===== src/rtl/cpu_run_controller.sv =====
// rtl/cpu_run_controller.sv - board-side run sequencer for the pipelined CPU
// Define PC_TRACE_EN to build the circular PC trace buffer behind trace_rd_pc.
module cpu_run_controller #(
  parameter int RESET_CYCLES   = 4,
  parameter int TIMEOUT_CYCLES = 10000,
  parameter int HALT_STABLE    = 8,
  parameter int TRACE_DEPTH    = 8,
  localparam int TAW = (TRACE_DEPTH > 1) ? $clog2(TRACE_DEPTH) : 1
) (
  input  logic           input_clk,
  input  logic           rst,
  input  logic           start,
  input  logic           abort,
  input  logic [31:0]    PC,
  input  logic [31:0]    cycles_consumed,
  output logic           cpu_rst,
  output logic           running,
  output logic           done,
  output logic           halted,
  output logic           timeout,
  output logic [31:0]    cycles_result,
  output logic [31:0]    final_pc,
  input  logic [TAW-1:0] trace_rd_idx,
  output logic [31:0]    trace_rd_pc
);

  typedef enum logic [1:0] {S_IDLE = 2'd0, S_RESET = 2'd1, S_RUN = 2'd2, S_DONE = 2'd3} state_t;

  localparam logic [31:0] RST_LAST  = 32'(RESET_CYCLES - 1);
  localparam logic [31:0] TMO_LAST  = 32'(TIMEOUT_CYCLES - 1);
  localparam logic [31:0] HALT_LAST = 32'(HALT_STABLE - 1);

  state_t      state, state_next;
  logic [31:0] rst_cnt, run_cnt, stable_cnt, prev_pc;
  logic        prev_valid;
  logic        pc_eq, halt_det, tmo_det, capture, enter_reset;

  always_comb begin
    state_next  = state;
    halt_det    = 1'b0;
    tmo_det     = 1'b0;
    capture     = 1'b0;
    // prev_valid is low in the first RUN cycle, so that cycle never counts as stable
    pc_eq       = prev_valid && (PC == prev_pc);
    case (state)
      S_IDLE:  if (start) state_next = S_RESET;
      S_RESET: if (rst_cnt == RST_LAST) state_next = S_RUN;
      S_RUN: begin
        halt_det = pc_eq && (stable_cnt == HALT_LAST);
        tmo_det  = (run_cnt == TMO_LAST);
        if (abort) begin
          state_next = S_IDLE;
        end else if (halt_det || tmo_det) begin
          state_next = S_DONE;
          capture    = 1'b1;
        end
      end
      S_DONE:  if (start) state_next = S_RESET;
      default: state_next = S_IDLE;
    endcase
    enter_reset = (state_next == S_RESET) && (state != S_RESET);
  end

  always_ff @(posedge input_clk) begin
    if (rst) begin
      state         <= S_IDLE;
      cpu_rst       <= 1'b1;
      running       <= 1'b0;
      done          <= 1'b0;
      halted        <= 1'b0;
      timeout       <= 1'b0;
      cycles_result <= 32'd0;
      final_pc      <= 32'd0;
      rst_cnt       <= 32'd0;
      run_cnt       <= 32'd0;
      stable_cnt    <= 32'd0;
      prev_pc       <= 32'd0;
      prev_valid    <= 1'b0;
    end else begin
      state   <= state_next;
      cpu_rst <= (state_next != S_RUN);
      running <= (state_next == S_RUN);
      done    <= (state_next == S_DONE);
      rst_cnt <= (state == S_RESET) ? rst_cnt + 32'd1 : 32'd0;
      if (state == S_RUN) begin
        run_cnt    <= run_cnt + 32'd1;
        prev_pc    <= PC;
        prev_valid <= 1'b1;
        if (!pc_eq)
          stable_cnt <= 32'd0;
        else if (stable_cnt != HALT_LAST)
          stable_cnt <= stable_cnt + 32'd1;
      end else begin
        run_cnt    <= 32'd0;
        stable_cnt <= 32'd0;
        prev_valid <= 1'b0;
      end
      if (enter_reset) begin
        halted  <= 1'b0;
        timeout <= 1'b0;
      end
      // halt wins a tie with timeout
      if (capture) begin
        final_pc      <= PC;
        cycles_result <= cycles_consumed + 32'd1;
        halted        <= halt_det;
        timeout       <= !halt_det;
      end
    end
  end

`ifdef PC_TRACE_EN
  logic [31:0]    trace_buf [TRACE_DEPTH];
  logic [TAW-1:0] wr_ptr;
  logic [TAW-1:0] rd_ptr;
  logic           trace_we;

  assign trace_we = (state == S_RUN) && !pc_eq;
  assign rd_ptr   = wr_ptr - trace_rd_idx - 1'b1;
  assign trace_rd_pc = trace_buf[rd_ptr];

  always_ff @(posedge input_clk) begin
    if (rst || enter_reset) begin
      wr_ptr <= '0;
      for (int i = 0; i < TRACE_DEPTH; i++) trace_buf[i] <= 32'd0;
    end else if (trace_we) begin
      trace_buf[wr_ptr] <= PC;
      wr_ptr            <= wr_ptr + 1'b1;
    end
  end
`else
  logic unused_trace_idx;
  assign unused_trace_idx = ^trace_rd_idx;
  assign trace_rd_pc      = 32'd0;
`endif

endmodule


===== config.mk =====
export PLATFORM = sky130hd
export DESIGN_NAME = cpu_run_controller
export DESIGN_NICKNAME = d
export VERILOG_FILES = /design/src/rtl/cpu_run_controller.sv
export SDC_FILE = /design/constraint.sdc
export NUM_CORES = 1
export LEC_CHECK = 0
export CAP_MARGIN = 40
export CORE_UTILIZATION = 30
export CTS_BUF_LIST = sky130_fd_sc_hd__clkbuf_2
export DETAILED_ROUTE_END_ITERATION = 8
export SLEW_MARGIN = 40
export SYNTH_ARGS = -nofsm -noshare
export SYNTH_HDL_FRONTEND = slang
export SYNTH_SLANG_ARGS = --single-unit

===== constraint.sdc =====
create_clock -name input_clk -period 3 [get_ports input_clk]
set_input_delay 0.3 -clock input_clk [delete_from_list [all_inputs] [get_ports input_clk]]
set_output_delay 0.3 -clock input_clk [all_outputs]
set_load 0.05 [all_outputs]

==> results of run 1 <==
==> worst reg2reg max path: stages (launching register included) <==
cell      delay (ns)
dfxtp_1         0.44
ha_1            0.26
nor4bb_1        0.31
nand4_1         0.18
or2_2           0.41
or4_4           0.58
buf_4           0.20
nand3_1         0.08
a21oi_1         0.06
==> synthesized netlist by cell type (all sizes together), types with 3 or more instances <==
cell type / n
a211oi: 29
a21oi: 46
and2: 3
and3: 22
and4: 10
buf: 45
clkbuf: 43
dfxtp: 200
ha: 6
inv: 18
mux2i: 33
nand2: 48
nand2b: 6
nand3: 75
nand4: 40
nor2: 142
nor2b: 4
nor3: 52
nor4: 27
nor4b: 3
o21ai: 48
or2: 5
or3: 11
or4: 9
xnor2: 71
xor2: 71
==> layer usage <==
metal | share of wire [%] | vias up
li1 | - | 3971
met1 | 48 | 3713
met2 | 45 | 184
met3 | 5.9 | 26
met4 | 1.4 | 0
met5 | 0 | -
==> layout make-up <==
class	instances	area share (%)
tap	396	4.35
sequential	200	35.1
antenna	1	0.0220
clock inverter	15	1.77
multi-input combinational	806	42.8
clock buffer	17	0.747
timing repair buffer	169	14.6
inverter	18	0.593
==> sequential cells by signal (all words and copies together), names as in the netlist <==
signal / flops
final_pc: 32
state: 2
prev_pc: 32
cycles_result: 32
halted: 1
prev_valid: 1
cpu_rst: 1
run_cnt: 32
rst_cnt: 32
stable_cnt: 32
done: 1
timeout: 1
running: 1
==> worst max-delay path by stage <==
stage / from / end
5_1_grt: stable_cnt[0]$_SDFFE_PP0P_ / cycles_result[8]$_SDFFE_PP0P_
4_1_cts: stable_cnt[0]$_SDFFE_PP0P_ / cycles_result[1]$_SDFFE_PP0P_
6_report: PC[0] / cycles_result[1]$_SDFFE_PP0P_
3_3_place_gp: PC[2] / final_pc[29]$_SDFFE_PP0P_
3_5_place_dp: PC[2] / cycles_result[1]$_SDFFE_PP0P_
2_1_floorplan: stable_cnt[0]$_SDFFE_PP0P_ / final_pc[4]$_SDFFE_PP0P_
==> cells in the final DEF (no fill, tap or decap), drive strengths merged, types with 29 or more instances in the layout <==
master,count
mux2i,33
nor3,52
nand4,40
nor2,142
xor2,71
a21oi,46
xnor2,71
nand3,75
conb,32
dfxtp,200
clkdlybuf4s50,135
nand2,48
o21ai,48
a211oi,29
buf,32
==> cell families after synthesis <==
| family | after synthesis | synth area share (%) |
|---|---|---|
| muxes | 33 | 3.55 |
| and+or+nand+nor | 462 | 25.0 |
| xor gates and xnor gates | 142 | 13.4 |
| AOI/OAI and AO/OA | 131 | 8.28 |
| DFF | 200 | 43.0 |
| adders and majority gates | 6 | 0.806 |
| buffers and inverters | 106 | 5.99 |
| other | 1 | 0.0403 |
==> report_power, final <==
part / total, W / internal, W / switching, W / leakage, nW
clock: 0.00144 / 0.000373 / 0.00107 / 0.161
combinational: 0.000732 / 0.000292 / 0.000439 / 1.94
sequential: 0.00279 / 0.00274 / 0.0000496 / 1.61
total: 0.00496 / 0.00340 / 0.00155 / 3.71
==> metrics by stage <==
step / instances / area, um^2
2_1_floorplan: 1112 / 9430
3_3_place_gp: 1587 / 11100
3_5_place_dp: 1587 / 11100
4_1_cts: 1621 / 11400
5_1_grt: 1622 / 11400
6_report: 1622 / 11400
==> what timing repair did <==
action,4_1_cts,5_1_grt
hold endpoints to repair,13,0
hold buffers,2,0
buffers inserted,0,0
==> out/qor.yml, run 1 <==
drive_above_1_share_pct: 6.20
rsz0062_at_grt: "no"
rr_endpoint: "cycles_result[1]$_SDFFE_PP0P_"
clk_latency_ns: 0.82
grt_pass1_vias: 7526
ys_warn_count: 0
clockBufferDepth: 2
drt_iter0_markers: 469
slowest_stage: "or4_4"
path_cells: "dlygate4sd3_1 > clkdlybuf4s50_1 > xor2_1 > or4_1 > or4_4 > or4_4 > buf_4 > nand3_1 > a21oi_1"
multiInputGateArea_um2: 4870
num_io_pins: 172
status: "finished clean"
reg2reg_depth: 8
cts_buffers: 17
hpwl_um: 16500
rows: 64
cp_num_buf_inv: 3
clkTransAtPathRegs_ns: 0.34
synth_top_area_share_pct: 43.0
hold_viol: 0
worstPathMaxFanout: 6
hold_class: "input pin to register"
tightest_slew_ns: 0.749
holdWs_ns: 0.0793
cts_tree: "built"
start_kind: "input pin"
wl_per_cell_um: 14.2
nNetsFinal: 1289
slew_headroom_pct: 49.6
place_ws_ns: -0.0149
antenna_found_initial: 1
cp_common_cell: "or4_4"
vias_per_cell: 4.87
die_width_um: 178
start_util_pct: 30.4
synth_edf_count: 0
wl_um: 23000
gp_congestion: 0.788
vias: 7894
mappedNetlistArea_um2: 9310
worst_setup_path_end_kind: "register"
grt_pass1_wl_um: 38000
die-area_um2: 31800
synth_seq_cells: 200
netlist.top_cell.by_area: "dfxtp_1"
critical-path-top-delay-family: "simple AND/OR/NAND/NOR gates"
port_buffers: 136
critPathKind: "input pin to register"
postSynth.asyncResetShare_pct: 0
cts_resized: 0
grt.total_usage_pct: 14.8
htreeDepth: 4
ir_drop_mv: 0.214
yosysUniqueCellTypes: 41
power_per_cell_area_nw_per_um2: 435
synth_area_per_cell_um2: 8.61
min_from: "PC[2]"
layout_setup_ws_ns: 0.320
use_met1_pct: 19.6
grt_max_degree: 98
drt_pass1_iterations: 5
cp.arrival_ns: 3.37
yosys-top-cells-area: "dfxtp_1, xnor2_1, xor2_1"
clock_skew_ns: 0.0687
areaGrowthSynthToFinish_pct: 22.4
period_share_pct: 89.3
syn-instance-count: 1081
top_usage_layer: "met2"
hold_depth: 3
fp.dieH_um: 178
power_w: 0.00496
cts.sinks: 200
fin_util_pct: 37.3
period_needed_ns: 2.68
clock.fmax_mhz: 373
ys_seq_area_share_pct: 43.0
hold_path_end: "final_pc[2]$_SDFFE_PP0P_"
worstPathRequired_ns: 3.69
rrSetupSlack_ns: 0.38
route.detailed.drc: 0
reg2reg_from: "stable_cnt[0]$_SDFFE_PP0P_"
grt-ovfl-total: 0
maxCapViolations: 0
setup-violations-final: 0
crit_cells: 9
met2_usage_pct: 23.5
cp_slowest_stage_delay_ns: 0.61
setup_tns_ns: 0
ys.flop_type: "dfxtp_1"
seqCellArea_um2: 4000
grtUsageMet3_pct: 4.07
drv_slew: 0
nFillCells: 3141
p_leak_nw: 3.71
antenna_left: 0
cts_root_buffer: "clkbuf_2"
core_area_um2: 30600
Power figures use the tool's default switching activity.
==> run 2: changes to the inputs <==
--- a/config.mk
+++ b/config.mk
@@ -9,7 +9,6 @@
 export CORE_UTILIZATION = 30
 export CTS_BUF_LIST = sky130_fd_sc_hd__clkbuf_2
 export DETAILED_ROUTE_END_ITERATION = 8
-export SLEW_MARGIN = 40
 export SYNTH_ARGS = -nofsm -noshare
 export SYNTH_HDL_FRONTEND = slang
 export SYNTH_SLANG_ARGS = --single-unit
==> run 2 against run 1 <==
Count of clock-buffer cells in the layout stayed put. Non-clock buffer count up 1. Worst setup slack improved by 0.10 ns. Flip-flop and latch count did not move. Cell area increased by 0.50%. Critical endpoint is now final_pc[30]$_SDFFE_PP0P_. Die area did not move. Combinational power rose by 1%. Hold slack improved by 0.023 ns. Via count fell by 1.2%. Largest power group unchanged. Largest cell class unchanged. Sequential power is essentially flat. Cell count is essentially flat.
==> out/qor.yml, run 2 (synthesized netlist as in run 1, its figures left out) <==
status: "finished clean"  # unchanged
slew_headroom_pct: 50.4  # was 49.6%
setup-violations-final: 0  # unchanged
grt_pass1_wl_um: 37700  # was 38000 um
place_ws_ns: -0.00473  # was -0.0149 ns
period_share_pct: 86.0  # was 89.3%
die_width_um: 178  # unchanged
antenna_left: 0  # unchanged
nFillCells: 3135  # was 3141
areaGrowthSynthToFinish_pct: 23.0  # was 22.4%
power_w: 0.00507  # was 0.00496 W
layout_common_cells: "dfxtp_1, nor2_1, clkdlybuf4s50_1, nand3_1"  # unchanged
cts_root_buffer: "clkbuf_2"  # unchanged
grt-ovfl-total: 0  # unchanged
clock_skew_ns: 0.0909  # was 0.0687 ns
cts.sinks: 200  # unchanged
wl_um: 23000  # about the same
worstPathMaxFanout: 7  # was 6
cp.arrival_ns: 3.26  # was 3.37 ns
fp.dieH_um: 178  # unchanged
htreeDepth: 4  # unchanged
power_per_cell_area_nw_per_um2: 442  # was 435 nW/um^2
grt.total_usage_pct: 14.8  # about the same
core_area_um2: 30600  # unchanged
vias_per_cell: 4.80  # was 4.87
worstPathRequired_ns: 3.68  # was 3.69 ns
drv_slew: 0  # unchanged
cp_slowest_stage_delay_ns: 0.58  # was 0.61 ns
drt_pass1_iterations: 4  # was 5
drt_iter0_markers: 388  # was 469
seqCellArea_um2: 4000  # unchanged
period_needed_ns: 2.58  # was 2.68 ns
cp_num_buf_inv: 1  # was 3
rows: 64  # unchanged
vias: 7798  # was 7894
slowest_stage: "or4_4"  # unchanged
drive_above_1_share_pct: 6.28  # was 6.20%
hold_class: "input pin to register"  # unchanged
ir_drop_mv: 0.298  # was 0.214 mV
grt_max_degree: 62  # was 98
grt_pass1_vias: 7466  # was 7526
critical-path-top-delay-family: "simple AND/OR/NAND/NOR gates"  # unchanged
multiInputGateArea_um2: 4870  # about the same
start_kind: "register"  # was input pin
cts_tree: "built"  # unchanged
hold_viol: 0  # unchanged
worst_setup_path_end_kind: "register"  # unchanged
path_cells: "ha_1 > nor4bb_1 > nand4_1 > or2_2 > or4_4 > buf_4 > nand3_1 > a21oi_1"  # was dlygate4sd3_1 > clkdlybuf4s50_1 > xor2_1 > or4_1 > or4_4 > or4_4 > buf_4 > nand3_1 > a21oi_1
gp_congestion: 0.788  # unchanged
nNetsFinal: 1290  # was 1289
layout_setup_ws_ns: 0.420  # was 0.320 ns
cts_buffers: 17  # unchanged
route.detailed.drc: 0  # unchanged
clockBufferDepth: 2  # unchanged
die-area_um2: 31800  # unchanged
rsz0062_at_grt: "no"  # unchanged
antenna_found_initial: 1  # unchanged
maxCapViolations: 0  # unchanged
start_util_pct: 30.4  # unchanged
clkTransAtPathRegs_ns: 0.36  # was 0.34 ns
hpwl_um: 16700  # was 16500 um
tightest_slew_ns: 0.738  # was 0.749 ns
num_io_pins: 172  # unchanged
critPathKind: "register to register"  # was input pin to register
clk_latency_ns: 0.80  # was 0.82 ns
port_buffers: 136  # unchanged
p_leak_nw: 3.74  # was 3.71 nW
final_common_cell: "dfxtp_1"  # unchanged
clock.fmax_mhz: 388  # was 373 MHz
wl_per_cell_um: 14.2  # about the same
run 2: cell count changes in the layout (fill, tap and decap cells not counted), sizes merged:
cell	change
buf	+2
bufinv	+2
clkinv	-2
clkinvlp	+1
dlygate4sd3	-1
inv	-1
run 2: stage by stage:
stage	utilization [%]	TNS, ns	area [um^2]	instances	hold slack, ns
after floorplan	-	0	9430	1112	0.400
after global placement	36.2	-0.0973	11100	1587	0.440
after detailed placement	36.4	-0.00473	11100	1589	0.446
after CTS	37.4	0	11400	1622	0.0119
after global routing	37.4	0	11500	1623	0.0333
final	37.4	0	11500	1623	0.102
run 2: cell type report:
class | instances | share of cell area, %
Multi-Input combinational cell | 806 | 42.5
Sequential cell | 200 | 35.0
Antenna cell | 1 | 0.0219
Tap cell | 396 | 4.33
Clock inverter | 15 | 2.03
Inverter | 18 | 0.590
Clock buffer | 17 | 0.743
Timing Repair Buffer | 170 | 14.8
run 2: path summary, 6_finish.rpt:
check,start,end,slack [ns],cells after the start
worst min-delay path,PC[9],final_pc[9]$_SDFFE_PP0P_,0.10,3
worst max register to register,stable_cnt[0]$_SDFFE_PP0P_,final_pc[30]$_SDFFE_PP0P_,0.42,8
worst max-delay path,stable_cnt[0]$_SDFFE_PP0P_,final_pc[30]$_SDFFE_PP0P_,0.42,8
worst min register to register,final_pc[12]$_SDFFE_PP0P_,final_pc[12]$_SDFFE_PP0P_,0.48,2
run 2: worst min-delay path, stage by stage:
cell	delay, ns
clkdlybuf4s50_1	0.46
o21ai_0	0.10
a21oi_1	0.06
run 2: report_power, final:
| group | internal [W] | switching, W |
|---|---|---|
| registers | 0.00274 | 0.0000496 |
| logic | 0.000300 | 0.000441 |
| clock network | 0.000522 | 0.00102 |
run 2: layer usage:
layer | track usage (%) | part of all wire (%)
met5 | 0 | 0
met1 | 19.6 | 48
met4 | 3.92 | 1.0
met2 | 24.0 | 46
met3 | 3.41 | 4.8
run 2: timing repair:
action | 4_1_cts | 5_1_grt
resized for setup | 0 | 0
endpoints found under the hold margin | 39 | 0
hold buffers | 1 | 0
setup buffers | 0 | 0
==> run 3: changes to the inputs <==
--- a/config.mk
+++ b/config.mk
@@ -9,6 +9,7 @@
 export CORE_UTILIZATION = 30
 export CTS_BUF_LIST = sky130_fd_sc_hd__clkbuf_2
 export DETAILED_ROUTE_END_ITERATION = 8
+export REMOVE_ABC_BUFFERS = 1
 export SYNTH_ARGS = -nofsm -noshare
 export SYNTH_HDL_FRONTEND = slang
 export SYNTH_SLANG_ARGS = --single-unit
==> run 3 against run 2 <==
Flip-flop and latch count did not move. Worst setup slack got worse by 0.043 ns. Clock power decreased by 21%. Sequential share of layout area increased by 0.49 points. Count of clock-buffer cells in the layout rose by 4. Cell area shrank 1.4%. Routed wire length decreased by 2.7%. Largest cell class unchanged. Clock skew shrank 0.027 ns. Core utilization is 0.52 points lower. Combinational power about the same.
==> out/qor.yml, run 3 (synthesized netlist as in run 1, its figures left out) <==
status: "finished clean"  # unchanged
hold_class: "input pin to register"  # unchanged
maxCapViolations: 0  # unchanged
rrSetupSlack_ns: 0.38  # was 0.42 ns
die_width_um: 178  # unchanged
place_area_um2: 11100  # about the same
hold_viol: 0  # unchanged
ir_drop_mv: 0.207  # was 0.298 mV
core_area_um2: 30600  # unchanged
die-area_um2: 31800  # unchanged
clock.fmax_mhz: 381  # was 388 MHz
cp-startpoint: "stable_cnt[0]$_SDFFE_PP0P_"  # unchanged
worstPathMaxFanout: 7  # unchanged
layout_common_cells: "dfxtp_1, nor2_1, clkdlybuf4s50_1, nand3_1"  # unchanged
clkTransAtPathRegs_ns: 0.28  # was 0.36 ns
grt_max_degree: 77  # was 62
cts_root_buffer: "clkbuf_2"  # unchanged
final_common_cell: "dfxtp_1"  # unchanged
worstPathRequired_ns: 3.62  # was 3.68 ns
antenna_found_initial: 2  # was 1
grt_pass1_vias: 7358  # was 7466
power_per_cell_area_nw_per_um2: 420  # was 442 nW/um^2
power_w: 0.00475  # was 0.00507 W
areaGrowthSynthToFinish_pct: 21.3  # was 23.0%
hpwl_um: 16200  # was 16700 um
rsz0062_at_grt: "no"  # unchanged
num_io_pins: 172  # unchanged
vias: 7780  # was 7798
nNetsFinal: 1282  # was 1290
period_needed_ns: 2.62  # was 2.58 ns
hold_depth: 3  # unchanged
critPathKind: "register to register"  # unchanged
grt.total_usage_pct: 14.5  # was 14.8%
htreeDepth: 4  # unchanged
clock_skew_ns: 0.0634  # was 0.0909 ns
setup-violations-final: 0  # unchanged
drive_above_1_share_pct: 5.67  # was 6.28%
cp.arrival_ns: 3.25  # was 3.26 ns
route.detailed.drc: 0  # unchanged
endpoint: "cpu_rst$_SDFF_PP1_"  # was final_pc[30]$_SDFFE_PP0P_
antenna_left: 0  # unchanged
fp.dieH_um: 178  # unchanged
period_share_pct: 87.4  # was 86.0%
cts.sinks: 200  # unchanged
reg2reg_depth: 7  # was 8
design_area_um2: 11300  # was 11500 um^2
drt_iter0_markers: 362  # was 388
rows: 64  # unchanged
start_util_pct: 30.4  # unchanged
worst_setup_path_end_kind: "register"  # unchanged
cts_setup_buffers: 0  # unchanged
drv_slew: 0  # unchanged
port_buffers: 136  # unchanged
wl_um: 22400  # was 23000 um
gp_congestion: 0.778  # was 0.788
start_kind: "register"  # unchanged
clk_latency_ns: 0.75  # was 0.80 ns
grt-ovfl-total: 0  # unchanged
clockBufferDepth: 2  # unchanged
cts_buffers: 17  # unchanged
cts_tree: "built"  # unchanged
nFillCells: 3169  # was 3135
slew_headroom_pct: 44.4  # was 50.4%
fin_util_pct: 36.9  # was 37.4%
wl_per_cell_um: 13.9  # was 14.2 um
drt_pass1_iterations: 7  # was 4
vias_per_cell: 4.81  # was 4.80
grt_pass1_wl_um: 37000  # was 37700 um
p_leak_nw: 3.65  # was 3.74 nW
tightest_slew_ns: 0.826  # was 0.738 ns
rr_endpoint: "cpu_rst$_SDFF_PP1_"  # was final_pc[30]$_SDFFE_PP0P_
reg2reg_from: "stable_cnt[0]$_SDFFE_PP0P_"  # unchanged
## run 3: how the worst min path moves through the flow
stage	from	to	slack, ns
detailed placement	run_cnt[0]$_SDFF_PP0_	run_cnt[0]$_SDFF_PP0_	0.44
floorplan	rst	cycles_result[1]$_SDFFE_PP0P_	0.37
CTS	PC[28]	final_pc[28]$_SDFFE_PP0P_	0.08
global route	PC[12]	final_pc[12]$_SDFFE_PP0P_	0.07
global placement	run_cnt[0]$_SDFF_PP0_	run_cnt[0]$_SDFF_PP0_	0.44
finish	PC[12]	final_pc[12]$_SDFFE_PP0P_	0.17
## run 3: cell type report
cell class | count | area, um^2 | area share, %
Multi-Input combinational cell | 806 | 4870 | 43.1
Sequential cell | 200 | 4000 | 35.5
Timing Repair Buffer | 162 | 1650 | 14.6
Tap cell | 396 | 495 | 4.39
Clock buffer | 21 | 105 | 0.931
Clock inverter | 11 | 98.8 | 0.875
Inverter | 18 | 67.6 | 0.598
Antenna cell | 2 | 5.00 | 0.0443
## run 3: layer usage
metal	GRT usage [%]	wire, um	part of all wire (%)
met1	19.3	10900	48
met2	23.2	10400	47
met3	3.35	967	4.3
met4	4.03	126	0.56
met5	0	0	0
## run 3: critical path: stages, from the launching register on
cell and delay [ns]:
dfxtp_1 0.44, ha_1 0.25, nor4bb_1 0.29, nand4_1 0.18
or2_2 0.43, or4_4 0.59, a31oi_4 0.20, o21ai_0 0.14
## run 3: power breakdown
group	internal, W	switching (W)	leakage (nW)
clock network	0.000312	0.000906	0.131
registers	0.00274	0.0000503	1.61
logic	0.000307	0.000435	1.91
## run 3: stage by stage
| stage | setup TNS, ns | hold slack (ns) | instances | setup WS (ns) |
|---|---|---|---|---|
| 2_1_floorplan | -78.20 | 0.369 | 1024 | -1.03 |
| 3_3_place_gp | -4.21 | 0.443 | 1579 | -0.128 |
| 3_5_place_dp | -2.57 | 0.445 | 1581 | -0.0984 |
| 4_1_cts | 0 | 0.0809 | 1614 | 0.370 |
| 5_1_grt | 0 | 0.0689 | 1615 | 0.190 |
| 6_report | 0 | 0.174 | 1616 | 0.378 |
## run 3: what timing repair did
item                                   CTS  global route
resized for setup                        0             0
hold buffers                             1             0
endpoints found under the hold margin   24             0
